[src/rtl/uart_tx_pkg.sv]
// uart_tx_pkg: shared mux codes, FSM state encoding and default width for the UART TX path
package uart_tx_pkg;
  localparam int DATA_WIDTH_DEF = 8;
  localparam logic [1:0] MUX_START = 2'b00;
  localparam logic [1:0] MUX_STOP  = 2'b01;
  localparam logic [1:0] MUX_DATA  = 2'b10;
  localparam logic [1:0] MUX_PAR   = 2'b11;
  typedef enum logic [2:0] {IDLE, START, DATA, PARITY, STOP} state_e;
endpackage

[src/rtl/uart_tx_ctrl_fsm_if.sv]
// uart_tx_ctrl_fsm_if: upstream handshake plus serializer control bundle
interface uart_tx_ctrl_fsm_if
  import uart_tx_pkg::*;
#(parameter int DATA_WIDTH = DATA_WIDTH_DEF);
  logic [DATA_WIDTH-1:0] P_DATA;
  logic [DATA_WIDTH-1:0] S_DATA;
  logic                  Data_Valid;
  logic                  data_ready;
  logic                  PAR_EN;
  logic                  PAR_TYP;
  logic                  ser_done;
  logic                  ser_en;
  logic [1:0]            mux_sel;
  logic                  par_bit;
  logic                  busy;
  modport master (
    output P_DATA, Data_Valid, PAR_EN, PAR_TYP, ser_done,
    input  data_ready, ser_en, mux_sel, par_bit, S_DATA, busy
  );
  modport slave (
    input  P_DATA, Data_Valid, PAR_EN, PAR_TYP, ser_done,
    output data_ready, ser_en, mux_sel, par_bit, S_DATA, busy
  );
endinterface

[src/rtl/uart_tx_parity_calc.sv]
// uart_tx_parity_calc: XOR-reduce parity with odd/even select, shared with the RX checker
module uart_tx_parity_calc
  import uart_tx_pkg::*;
#(parameter int DATA_WIDTH = DATA_WIDTH_DEF) (
  input  logic [DATA_WIDTH-1:0] data_i,
  input  logic                  odd_i,
  output logic                  par_o
);
  assign par_o = (^data_i) ^ odd_i;
endmodule

[src/rtl/uart_tx_ctrl_fsm.sv]
// uart_tx_ctrl_fsm: frame sequencer with one-byte hold buffer driving the TX serializer
module uart_tx_ctrl_fsm
  import uart_tx_pkg::*;
#(parameter int DATA_WIDTH = DATA_WIDTH_DEF) (
  input logic              CLK,
  input logic              RST,
  uart_tx_ctrl_fsm_if.slave bus
);
  state_e state_q, state_d;
  logic [DATA_WIDTH-1:0] frame_q, frame_d, hold_q, hold_d, load_byte;
  logic hold_full_q, hold_full_d, par_q, par_d, par_en_q, par_en_d, par_new;
  logic xfer, in_frame, load_hold, load;
  assign xfer      = bus.Data_Valid & ~hold_full_q;
  assign in_frame  = state_q inside {START, DATA, PARITY};
  assign load_hold = (state_q == STOP) & hold_full_q;
  // a fresh byte bypasses the hold buffer whenever the frame register is free
  assign load      = load_hold | (xfer & ((state_q == IDLE) | (state_q == STOP)));
  assign load_byte = load_hold ? hold_q : bus.P_DATA;
  uart_tx_parity_calc #(.DATA_WIDTH(DATA_WIDTH)) u_par (
    .data_i(load_byte),
    .odd_i (bus.PAR_TYP),
    .par_o (par_new)
  );
  always_comb begin
    state_d = IDLE;
    case (state_q)
      IDLE:    state_d = load ? START : IDLE;
      START:   state_d = DATA;
      DATA:    state_d = !bus.ser_done ? DATA : par_en_q ? PARITY : STOP;
      PARITY:  state_d = STOP;
      STOP:    state_d = load ? START : IDLE;
      default: state_d = IDLE;
    endcase
    hold_full_d = load_hold ? 1'b0 : (xfer & in_frame) ? 1'b1 : hold_full_q;
    hold_d      = (xfer & in_frame) ? bus.P_DATA : hold_q;
    frame_d     = load ? load_byte : frame_q;
    par_d       = load ? par_new : par_q;
    par_en_d    = load ? bus.PAR_EN : par_en_q;
  end
  always_ff @(posedge CLK or negedge RST) begin
    if (!RST) begin
      state_q     <= IDLE;
      frame_q     <= '0;
      hold_q      <= '0;
      hold_full_q <= 1'b0;
      par_q       <= 1'b0;
      par_en_q    <= 1'b0;
    end else begin
      state_q     <= state_d;
      frame_q     <= frame_d;
      hold_q      <= hold_d;
      hold_full_q <= hold_full_d;
      par_q       <= par_d;
      par_en_q    <= par_en_d;
    end
  end
  assign bus.mux_sel    = (state_q == START)  ? MUX_START :
                          (state_q == DATA)   ? MUX_DATA  :
                          (state_q == PARITY) ? MUX_PAR   : MUX_STOP;
  assign bus.ser_en     = in_frame;
  assign bus.busy       = in_frame | (state_q == STOP);
  assign bus.data_ready = ~hold_full_q;
  assign bus.S_DATA     = frame_q;
  assign bus.par_bit    = par_q;
endmodule

[src/flat_wrapper.sv]
// flat-port wrapper written by rule: the top's interface ports become plain ports
module uart_tx_ctrl_fsm_flat import uart_tx_pkg::*;
#(parameter int DATA_WIDTH = DATA_WIDTH_DEF)
  (CLK, RST, bus_P_DATA, bus_Data_Valid, bus_PAR_EN, bus_PAR_TYP, bus_ser_done, bus_data_ready, bus_ser_en, bus_mux_sel, bus_par_bit, bus_S_DATA, bus_busy);
  uart_tx_ctrl_fsm_if #(.DATA_WIDTH(DATA_WIDTH)) bus_i ();
  input logic CLK;
  input logic RST;
  input wire logic [$bits(bus_i.P_DATA)-1:0] bus_P_DATA;
  input wire logic [$bits(bus_i.Data_Valid)-1:0] bus_Data_Valid;
  input wire logic [$bits(bus_i.PAR_EN)-1:0] bus_PAR_EN;
  input wire logic [$bits(bus_i.PAR_TYP)-1:0] bus_PAR_TYP;
  input wire logic [$bits(bus_i.ser_done)-1:0] bus_ser_done;
  output wire logic [$bits(bus_i.data_ready)-1:0] bus_data_ready;
  output wire logic [$bits(bus_i.ser_en)-1:0] bus_ser_en;
  output wire logic [$bits(bus_i.mux_sel)-1:0] bus_mux_sel;
  output wire logic [$bits(bus_i.par_bit)-1:0] bus_par_bit;
  output wire logic [$bits(bus_i.S_DATA)-1:0] bus_S_DATA;
  output wire logic [$bits(bus_i.busy)-1:0] bus_busy;
  assign bus_i.P_DATA = bus_P_DATA;
  assign bus_i.Data_Valid = bus_Data_Valid;
  assign bus_i.PAR_EN = bus_PAR_EN;
  assign bus_i.PAR_TYP = bus_PAR_TYP;
  assign bus_i.ser_done = bus_ser_done;
  assign bus_data_ready = bus_i.data_ready;
  assign bus_ser_en = bus_i.ser_en;
  assign bus_mux_sel = bus_i.mux_sel;
  assign bus_par_bit = bus_i.par_bit;
  assign bus_S_DATA = bus_i.S_DATA;
  assign bus_busy = bus_i.busy;
  uart_tx_ctrl_fsm #(.DATA_WIDTH(DATA_WIDTH)) u_core (.CLK(CLK), .RST(RST), .bus(bus_i));
endmodule
[config.mk]
export PLATFORM = sky130hd
export DESIGN_NAME = uart_tx_ctrl_fsm_flat
export DESIGN_NICKNAME = d
export VERILOG_FILES = /design/src/rtl/uart_tx_pkg.sv /design/src/rtl/uart_tx_ctrl_fsm_if.sv /design/src/rtl/uart_tx_parity_calc.sv /design/src/rtl/uart_tx_ctrl_fsm.sv /design/src/flat_wrapper.sv
export SDC_FILE = /design/constraint.sdc
export NUM_CORES = 1
export LEC_CHECK = 0
export CAP_MARGIN = 0
export CORE_UTILIZATION = 45
export DETAILED_ROUTE_END_ITERATION = 8
export GPL_TIMING_DRIVEN = 0
export PLACE_DENSITY = 0.74
export SYNTH_ARGS = -nofsm -noshare
export SYNTH_HDL_FRONTEND = slang
export SYNTH_HIERARCHICAL = 1
export SYNTH_SLANG_ARGS = --single-unit
[constraint.sdc]
create_clock -name CLK -period 3.8 [get_ports CLK]
set_input_delay 1.14 -clock CLK [delete_from_list [all_inputs] [get_ports CLK]]
set_output_delay 1.14 -clock CLK [all_outputs]
set_load 0.01 [all_outputs]
==> After elaboration in Yosys (flattened, before gate mapping) <==
Cells that the tools add are included.
{ "word_totals": {"ff_bits": 22, "latchBits": 0, "mem_bits_rw": 0, "romBits": 0, "input_bits": 14, "out_inout_bits": 14, "wordCells": 34, "memories": 0} }
{ "op_classes": {"n_addsub": 0, "n_mul": 0, "div_mod_pow": 0, "order_cmp": 0, "eq_ne": 4, "shift": 0, "muxes": 10, "n_bitwise": 9, "reduce_logical": 5} }
{ "op_table": {"columns": ["operator", "count"], "rows": [
  ["$pmux W3 S4", 1],
  ["$mux W8", 1],
  ["$reduce_xor A8 Y1", 1],
  ["$eq A3 B2 Y1 const B", 2],
  ["$mux W2", 3],
  ["$mux W3", 2],
  ["$and A1 B1 Y1", 4],
  ["$eq A3 B1 Y1 const B", 1],
  ["$eq A3 B3 Y1 const B", 1],
  ["$logic_not A3 Y1", 1],
  ["$mux W1", 3],
  ["$or A1 B1 Y1", 3],
  ["$reduce_bool A3 Y1", 1],
  ["$reduce_bool A2 Y1", 1],
  ["$reduce_or A2 Y1", 1],
  ["$not A1 Y1", 1],
  ["$xor A1 B1 Y1", 1]
]} }

==> Depth between registers and ports, before layout <==
Gate-level depths: netlist of the first run.
{ "depth": {"depth_word": 6, "depth_mapped": 9} }

==> By module <==
The synthesis of the first run kept the hierarchy.
{ "by_module_without_submodules": {"columns": ["mod", "instances", "cells_each", "area_per_inst_um2"], "rows": [
  ["uart_tx_ctrl_fsm", 1, 91, 1051.0],
  ["uart_tx_parity_calc", 1, 7, 82.6]
]} }

==> Worst setup path before layout of the first run <==
Ideal clock, no wire load.
{ "synth_timing": {"path_kind": "input port to flip-flop", "startpoint": "in bus_P_DATA[4]", "endpoint": "reg u_core.par_q, in the netlist u_core/bus.par_bit", "setup_time_ps": 125, "arrival_ps": 2318, "t_required_ps": 3675, "slack_ps": 1358, "path_stages": 5, "n_path_buf": 0, "cell_sequence": "mux2_2 xnor2_1 xnor3_1 xnor2_1 mux2_2"} }
{ "synth_between": {"elab_chain_len": 3} }
{ "synth_rtl": {"columns": ["element", "line", "source"], "rows": [
  ["start: declaration", "flat_wrapper.sv:8", "input wire logic [$bits(bus_i.P_DATA)-1:0] bus_P_DATA;"],
  ["$mux W8", "uart_tx_ctrl_fsm.sv:18", "assign load_byte = load_hold ? hold_q : bus.P_DATA;"],
  ["$reduce_xor A8 Y1", "uart_tx_parity_calc.sv:9", "assign par_o = (^data_i) ^ odd_i;"],
  ["$xor A1 B1 Y1", "uart_tx_parity_calc.sv:9", null],
  ["via u_core.par_new", "uart_tx_ctrl_fsm.sv:11", "logic hold_full_q, hold_full_d, par_q, par_d, par_en_q, par_en_d, par_new;"],
  ["end signal: assignment", "uart_tx_ctrl_fsm.sv:53", "par_q <= par_d;"],
  ["end: declaration", "uart_tx_ctrl_fsm.sv:11", null]
]} }
The timed path passes the listed nets, and every way through them passes these cells.
A chain may end at the register's enable or synchronous reset.

==> Worst setup path in the final report of the first run <==
{ "layout_timing": {"startpoint": "reg u_core.state_q[0]", "endpoint": "out bus_busy"} }
{ "layout_between": {"elab_chain_len": 3, "word_cells_on_any_way": 6} }
{ "layout_rtl": {"columns": ["element", "line", "source"], "rows": [
  ["start: declaration", "uart_tx_ctrl_fsm.sv:9", "state_e state_q, state_d;"],
  ["start signal: assignment", "uart_tx_ctrl_fsm.sv:49", "state_q <= state_d;"],
  ["$eq A3 B1 Y1 / $eq A3 B2 Y1 (equally long branches)", "uart_tx_ctrl_fsm.sv:14", "assign in_frame = state_q inside {START, DATA, PARITY};"],
  ["$reduce_bool A3 Y1", "uart_tx_ctrl_fsm.sv:14", null],
  ["$or A1 B1 Y1 (*)", "uart_tx_ctrl_fsm.sv:61", "assign bus.busy = in_frame | (state_q == STOP);"],
  ["end: declaration", "flat_wrapper.sv:18", "output wire logic [$bits(bus_i.busy)-1:0] bus_busy;"]
]} }
Mark *: on every way between the ends. The rest lies on a longest branch, timed or not.

==> impl_metrics.csv, run 1 <==
group,metric,value,unit
drt,drc_errors,0,
global_route,grt_max_degree,23,
global_route,antenna_found_initial,0,
setup_path,crit_path_max_incr_delay,560,ps
yosys,synth_top_cell_by_area,"dfrtp_1",
yosys,synth_fp_nets,112,
setup_path,worstPathCellList,"nor2_2 -> clkbuf_1 -> xnor2_1 -> clkdlybuf4s50_1",
global_route,overflow,0,
final_layout,final_cells,157,
yosys,synth_cell_types,25,
setup_path,rr_startpoint,"u_core/state_q[2]$_DFF_PN0_",
cts,tritoncts,"done",
floorplanning,die_h,52.2,um
drt,drt-initial-drc-count,4,
yosys,synth-main-ff-cell,"dfrtp_1",
final_layout,fillCellCount,194,
yosys,synth-edff-count,0,
floorplanning,dieArea,2720,um2
timing,setup_viol,0,
cts,clock_sinks,22,
setup_path,cp.depth,4,
power,p_per_area,797,nW/um2
power,worst_ir_drop_vdd,0.444,mV
yosys,ys_seq_elements,22,
final_layout,drive_gt1_share,22.5,%
setup_path,cp-start-kind,"flop",
floorplanning,row_count,17,
setup_path,critical_path_buf_inv_count,2,
setup_path,worst-path-max-fanout,10,
timing,grt_setup_unrepaired,"false",
yosys,syn_inst,98,
yosys,yosys_warnings,6,
drt,wl_per_cell,14.1,um
floorplanning,ios,28,
global_route,grt_pass1_wl,3830,um
power,p_leak,0.000606,uW
yosys,async_flop_share,100,%
yosys,synth_most_common_cell,"dfrtp_1",
timing,tns,0,ps
setup_path,cp.required,2660,ps
timing,maxSlewHeadroom,34.5,%
yosys,syn_avg_cell_area,11.6,um2
timing,fin_crit_sh,86.9,%
place,dp_hpwl,1600,um
setup_path,timing.rr.end,"u_core/bus.par_bit$_DFFE_PN0P_",
flow_run,cap_violations,0,
timing,hold_violations,0,
drt,drt_wl_total,2220,um
cts,post_cts_resized,0,
yosys,yosysTopAreaCellShare,48.6,%
setup_path,crit_start,"u_core/state_q[0]$_DFF_PN0_",
floorplanning,coreArea,2300,um2
yosys,synth_area_leaders,"dfrtp_1, mux2_2, a21oi_1",
cts,cts_buffers,3,
setup_path,critical_path_class,"flop to output port",
cts,cts-root-to-sink-buffers,2,
final_layout,layout.nets,144,
drt,first_pass_iters,4,
timing,drv_slew,0,
place,dpl_cell_area,1440,um2
floorplanning,start_util,49.3,%
final_layout,antenna_cells,0,
setup_path,cp.arrival,2160,ps
final_layout,area_growth,30.1,%
drt,viasPerCell,5.39,
drt,dr_total_vias,846,
worst_hold_path,hold_path_class,"flop to flop",
setup_path,reg2reg_slack,1320,ps
place,portBuffers,27,
timing,worstMarginPinSlew,980,ps
cts,h-tree-depth,1,
timing,finalClockSkew,8.34,ps
run_status,status,"finished, final reports clean",
floorplanning,fp.dieW,52.2,um
yosys,ys_seq_area_share,48.6,%
setup_path,critPathSlowestCell,"clkdlybuf4s50_1",
timing,period_minus_slack,3300,ps
setup_path,r2r.worst_path.cells,9,
cts,cts_hold_buffers,0,
timing,max_freq,303,MHz
cts,cts_setup_buffers,0,
place,place_inst,153,
cts,cts-root-buf,"clkbuf_4",
setup_path,critPathCapture,"bus_busy",
setup_path,crit_family,"buffers and inverters",
yosys,synth_area,1130,um2
global_route,grt_pass1_vias,839,
global_route,gr-usage-all-layers,19.6,%
worst_hold_path,hp-start,"u_core/bus.S_DATA[4]$_DFFE_PN0P_",
cts,clock_latency,310,ps
setup_path,endpoint_kind,"output port",
place,place_congestion,0.764,
final_layout,fin_area,1480,um2
drt,drtAntennaViolNets,0,
cts,clkSlewWorstSetupHoldPaths,110,ps
timing,hold_ws,527,ps
yosys,ys_top_cells_by_count,"dfrtp_1, mux2_2, a21oi_1, nor2_1, o22ai_1",
registers in the layout, indices dropped and copies added, names as in the netlist:
name / cells
u_core/state_q: 3
u_core/bus.par_bit: 1
u_core/bus.S_DATA: 8
u_core/hold_q: 8
u_core/par_en_q: 1
u_core/hold_full_q: 1
worst min path at each step:
stage          cells past startpoint                                to
3_5_place_dp                       2  u_core/bus.S_DATA[6]$_DFFE_PN0P_
2_1_floorplan                      1      u_core/hold_q[0]$_DFFE_PN0P_
6_report                           2  u_core/bus.S_DATA[4]$_DFFE_PN0P_
3_3_place_gp                       2  u_core/bus.S_DATA[0]$_DFFE_PN0P_
4_1_cts                            2  u_core/bus.S_DATA[6]$_DFFE_PN0P_
5_1_grt                            2  u_core/bus.S_DATA[1]$_DFFE_PN0P_
where the power goes:
group          switching (uW)  internal (uW)
Clock                    70.1           58.5
Sequential               86.9            349
Combinational             265            346
routing by layer:
layer | vias to the layer above | GRT usage [%] | share of wire, %
met5 | - | 0 | 0
met4 | 0 | 9.21 | 1.9
met3 | 4 | 2.90 | 3.5
met2 | 20 | 31.6 | 49
met1 | 409 | 25.8 | 46
li1 | 413 | - | -
placed cells by master (no fill, tap or decap), types with 2 or more instances in the layout:
cell	count
xnor2_1	5
clkbuf_1	2
clkbuf_4	3
o22ai_1	8
nand2_1	2
nor2_1	9
inv_1	3
buf_2	3
a21oi_1	10
dfrtp_1	22
clkdlybuf4s50_1	27
mux2_2	19
cell type report:
class | count | area (um2) | area share [%]
multi-input cells | 68 | 549 | 37.2
clock buffers | 4 | 36.3 | 2.46
flip-flops and latches | 22 | 551 | 37.3
well taps | 28 | 35.0 | 2.37
repair buffers | 27 | 270 | 18.3
inverters | 3 | 11.3 | 0.763
plain buffers | 5 | 22.5 | 1.53
worst reg2reg max path: stages (launching register included):
cell	delay, ps
dfrtp_1	370
buf_2	180
nand4bb_1	110
buf_2	220
buf_2	270
mux2_2	370
xnor2_1	190
xnor3_1	250
xnor2_1	140
mux2_2	270
through the flow:
stage	total power (uW)	util (%)	setup WS, ps
final	1180	64.2	496
after CTS	1190	64.2	478
after detailed placement	1060	62.6	803
after global routing	1260	64.2	391
after floorplan	795	-	1360
after global placement	1030	62.6	827
kinds of logic (layout without fill, tap and decap cells):
| family | Yosys count | count (layout) | synth area share, % |
|---|---|---|---|
| compound gates | 22 | 22 | 11.4 |
| xor+xnor | 8 | 8 | 8.06 |
| buf+inv | 8 | 39 | 2.98 |
| flops | 22 | 22 | 48.6 |
| mux | 19 | 19 | 18.9 |
| simple gates | 19 | 19 | 10.2 |
Power figures use the tool's default switching activity.
==> inputs of run 2 (changes only) <==
--- a/config.mk
+++ b/config.mk
@@ -7,9 +7,11 @@
 export LEC_CHECK = 0
 export CAP_MARGIN = 0
 export CORE_UTILIZATION = 45
+export CTS_CLUSTER_SIZE = 40
 export DETAILED_ROUTE_END_ITERATION = 8
 export GPL_TIMING_DRIVEN = 0
 export PLACE_DENSITY = 0.74
+export RECOVER_POWER = 100
 export SYNTH_ARGS = -nofsm -noshare
 export SYNTH_HDL_FRONTEND = slang
 export SYNTH_HIERARCHICAL = 1
==> impl_metrics.csv, run 2 (synthesized netlist as in run 1, its figures left out) <==
group,metric,value,unit
run_status,status,"finished with violations",
run_status,violations,"max-capacitance violations, max-slew violations",
place,dp_hpwl,1600,um
drt,viasPerCell,5.47,
final_layout,area_growth,28.6,%
power,worst_ir_drop_vdd,0.430,mV
timing,hold_violations,0,
setup_path,crit_start,"bus_Data_Valid",
final_layout,layout.nets,144,
global_route,gr-usage-all-layers,19.6,%
cts,clkSlewWorstSetupHoldPaths,110,ps
timing,maxSlewHeadroom,-27.1,%
power,p_per_area,773,nW/um2
floorplanning,dieArea,2720,um2
power,internal_power,717,uW
place,portBuffers,27,
cts,cts_setup_buffers,0,
power,power,1130,uW
cts,tritoncts,"done",
final_layout,drive_gt1_share,19.4,%
timing,grt_setup_unrepaired,"false",
final_layout,layout_commonest_cell,"dfrtp_1",
floorplanning,fp.dieW,52.2,um
floorplanning,die_h,52.2,um
setup_path,endpoint_kind,"flop",
power,pwr-share-comb,50.4,%
final_layout,fillCellCount,197,
timing,max_freq,293,MHz
drt,dr_total_vias,859,
timing,drv_slew,10,
drt,drt-initial-drc-count,5,
cts,clock_latency,300,ps
timing,period_minus_slack,3420,ps
power,netSwitchingFraction,36.3,%
setup_path,cp-start-kind,"input pin",
setup_path,worst-path-max-fanout,9,
flow_run,cap_violations,1,
global_route,grt_max_degree,23,
worst_hold_path,hp-start,"u_core/bus.S_DATA[4]$_DFFE_PN0P_",
cts,clock_sinks,22,
power,clkPwrFrac,11.4,%
floorplanning,row_count,17,
timing,setup_viol,0,
cts,cts-root-buf,"clkbuf_4",
setup_path,rr_startpoint,"u_core/state_q[2]$_DFF_PN0_",
place,place_congestion,0.764,
setup_path,cp.arrival,3620,ps
setup_path,critical_path_class,"input pin to flop",
final_layout,antenna_cells,0,
global_route,grt_pass1_vias,839,
power,p_sw,409,uW
global_route,overflow,0,
setup_path,cp.required,4000,ps
worst_hold_path,hold_path_class,"flop to flop",
global_route,antenna_found_initial,0,
floorplanning,coreArea,2300,um2
drt,first_pass_iters,4,
power,seqPwrFrac,38.2,%
global_route,grt_pass1_wl,3830,um
floorplanning,ios,28,
drt,wl_per_cell,14.2,um
cts,h-tree-depth,1,
cts,cts_hold_buffers,0,
cts,cts_buffers,3,
drt,drc_errors,0,
timing,fin_crit_sh,89.9,%
drt,drtAntennaViolNets,0,
power,p_leak,0.000600,uW
final_layout,layout_common_cells,"dfrtp_1, dlygate4sd3_1, mux2_2",
cts,post_cts_resized,0,
floorplanning,start_util,49.3,%
final_layout,fin_area,1460,um2
cts,cts-root-to-sink-buffers,2,
timing,worstMarginPinSlew,1880,ps
timing,finalClockSkew,6.39,ps
timing,tns,0,ps
timing,worst_slack,384,ps
drt,drt_wl_total,2230,um
place,dpl_cell_area,1440,um2
place,place_ws,803,ps
## run 2: cell types whose count changed in the layout (fill, tap and decap cells not counted), sizes merged
cell	previous run	this run
dlygate4sd3	0	17
clkdlybuf4s50	27	10
## run 2: worst paths after layout
kind,to,slack (ps),depth (start not counted)
worst max-delay path,u_core/hold_q[2]$_DFFE_PN0P_,380,3
worst min-delay path,u_core/bus.S_DATA[4]$_DFFE_PN0P_,520,2
worst max register to register,u_core/hold_q[2]$_DFFE_PN0P_,1170,3
worst min register to register,u_core/bus.S_DATA[4]$_DFFE_PN0P_,520,2
max in group asynchronous,u_core/bus.S_DATA[4]$_DFFE_PN0P_,1770,1
min in group asynchronous,u_core/bus.S_DATA[6]$_DFFE_PN0P_,1430,1
## run 2: power by group through the flow
stage | sequential (uW) | clock [uW] | combinational (uW)
2_1_floorplan | 447 | 0 | 349
3_3_place_gp | 433 | 0 | 599
3_5_place_dp | 440 | 0 | 617
4_1_cts | 436 | 133 | 617
5_1_grt | 448 | 143 | 622
6_report | 430 | 128 | 568
## run 2: routing by layer
metal	track usage (%)	wire length, um	up-vias
met5	0	0	-
met4	9.21	42	0
met3	2.90	91	4
met2	31.6	1080	26
met1	25.8	1010	419
li1	-	-	410
## run 2: metrics by stage
| step | hold slack, ps | instances | utilization [%] |
|---|---|---|---|
| finish | 521 | 157 | 63.5 |
| global route | 557 | 157 | 63.5 |
| CTS | 534 | 157 | 64.2 |
| detailed placement | 505 | 153 | 62.6 |
| global placement | 488 | 153 | 62.6 |
| floorplan | 500 | 98 | - |
## run 2: final cells by class
class	instances	area, um2	share of cell area (%)
buffer	5	22.5	1.55
sequential	22	551	37.8
clock buffer	4	36.3	2.49
tap	28	35.0	2.40
inverter	3	11.3	0.773
timing repair buffer	27	270	18.5
multi-input combinational	68	532	36.5
## run 2: worst max-delay path: stages
cell and delay [ps]:
dlygate4sd3_1 560, nor4b_1 1470, mux2_2 440
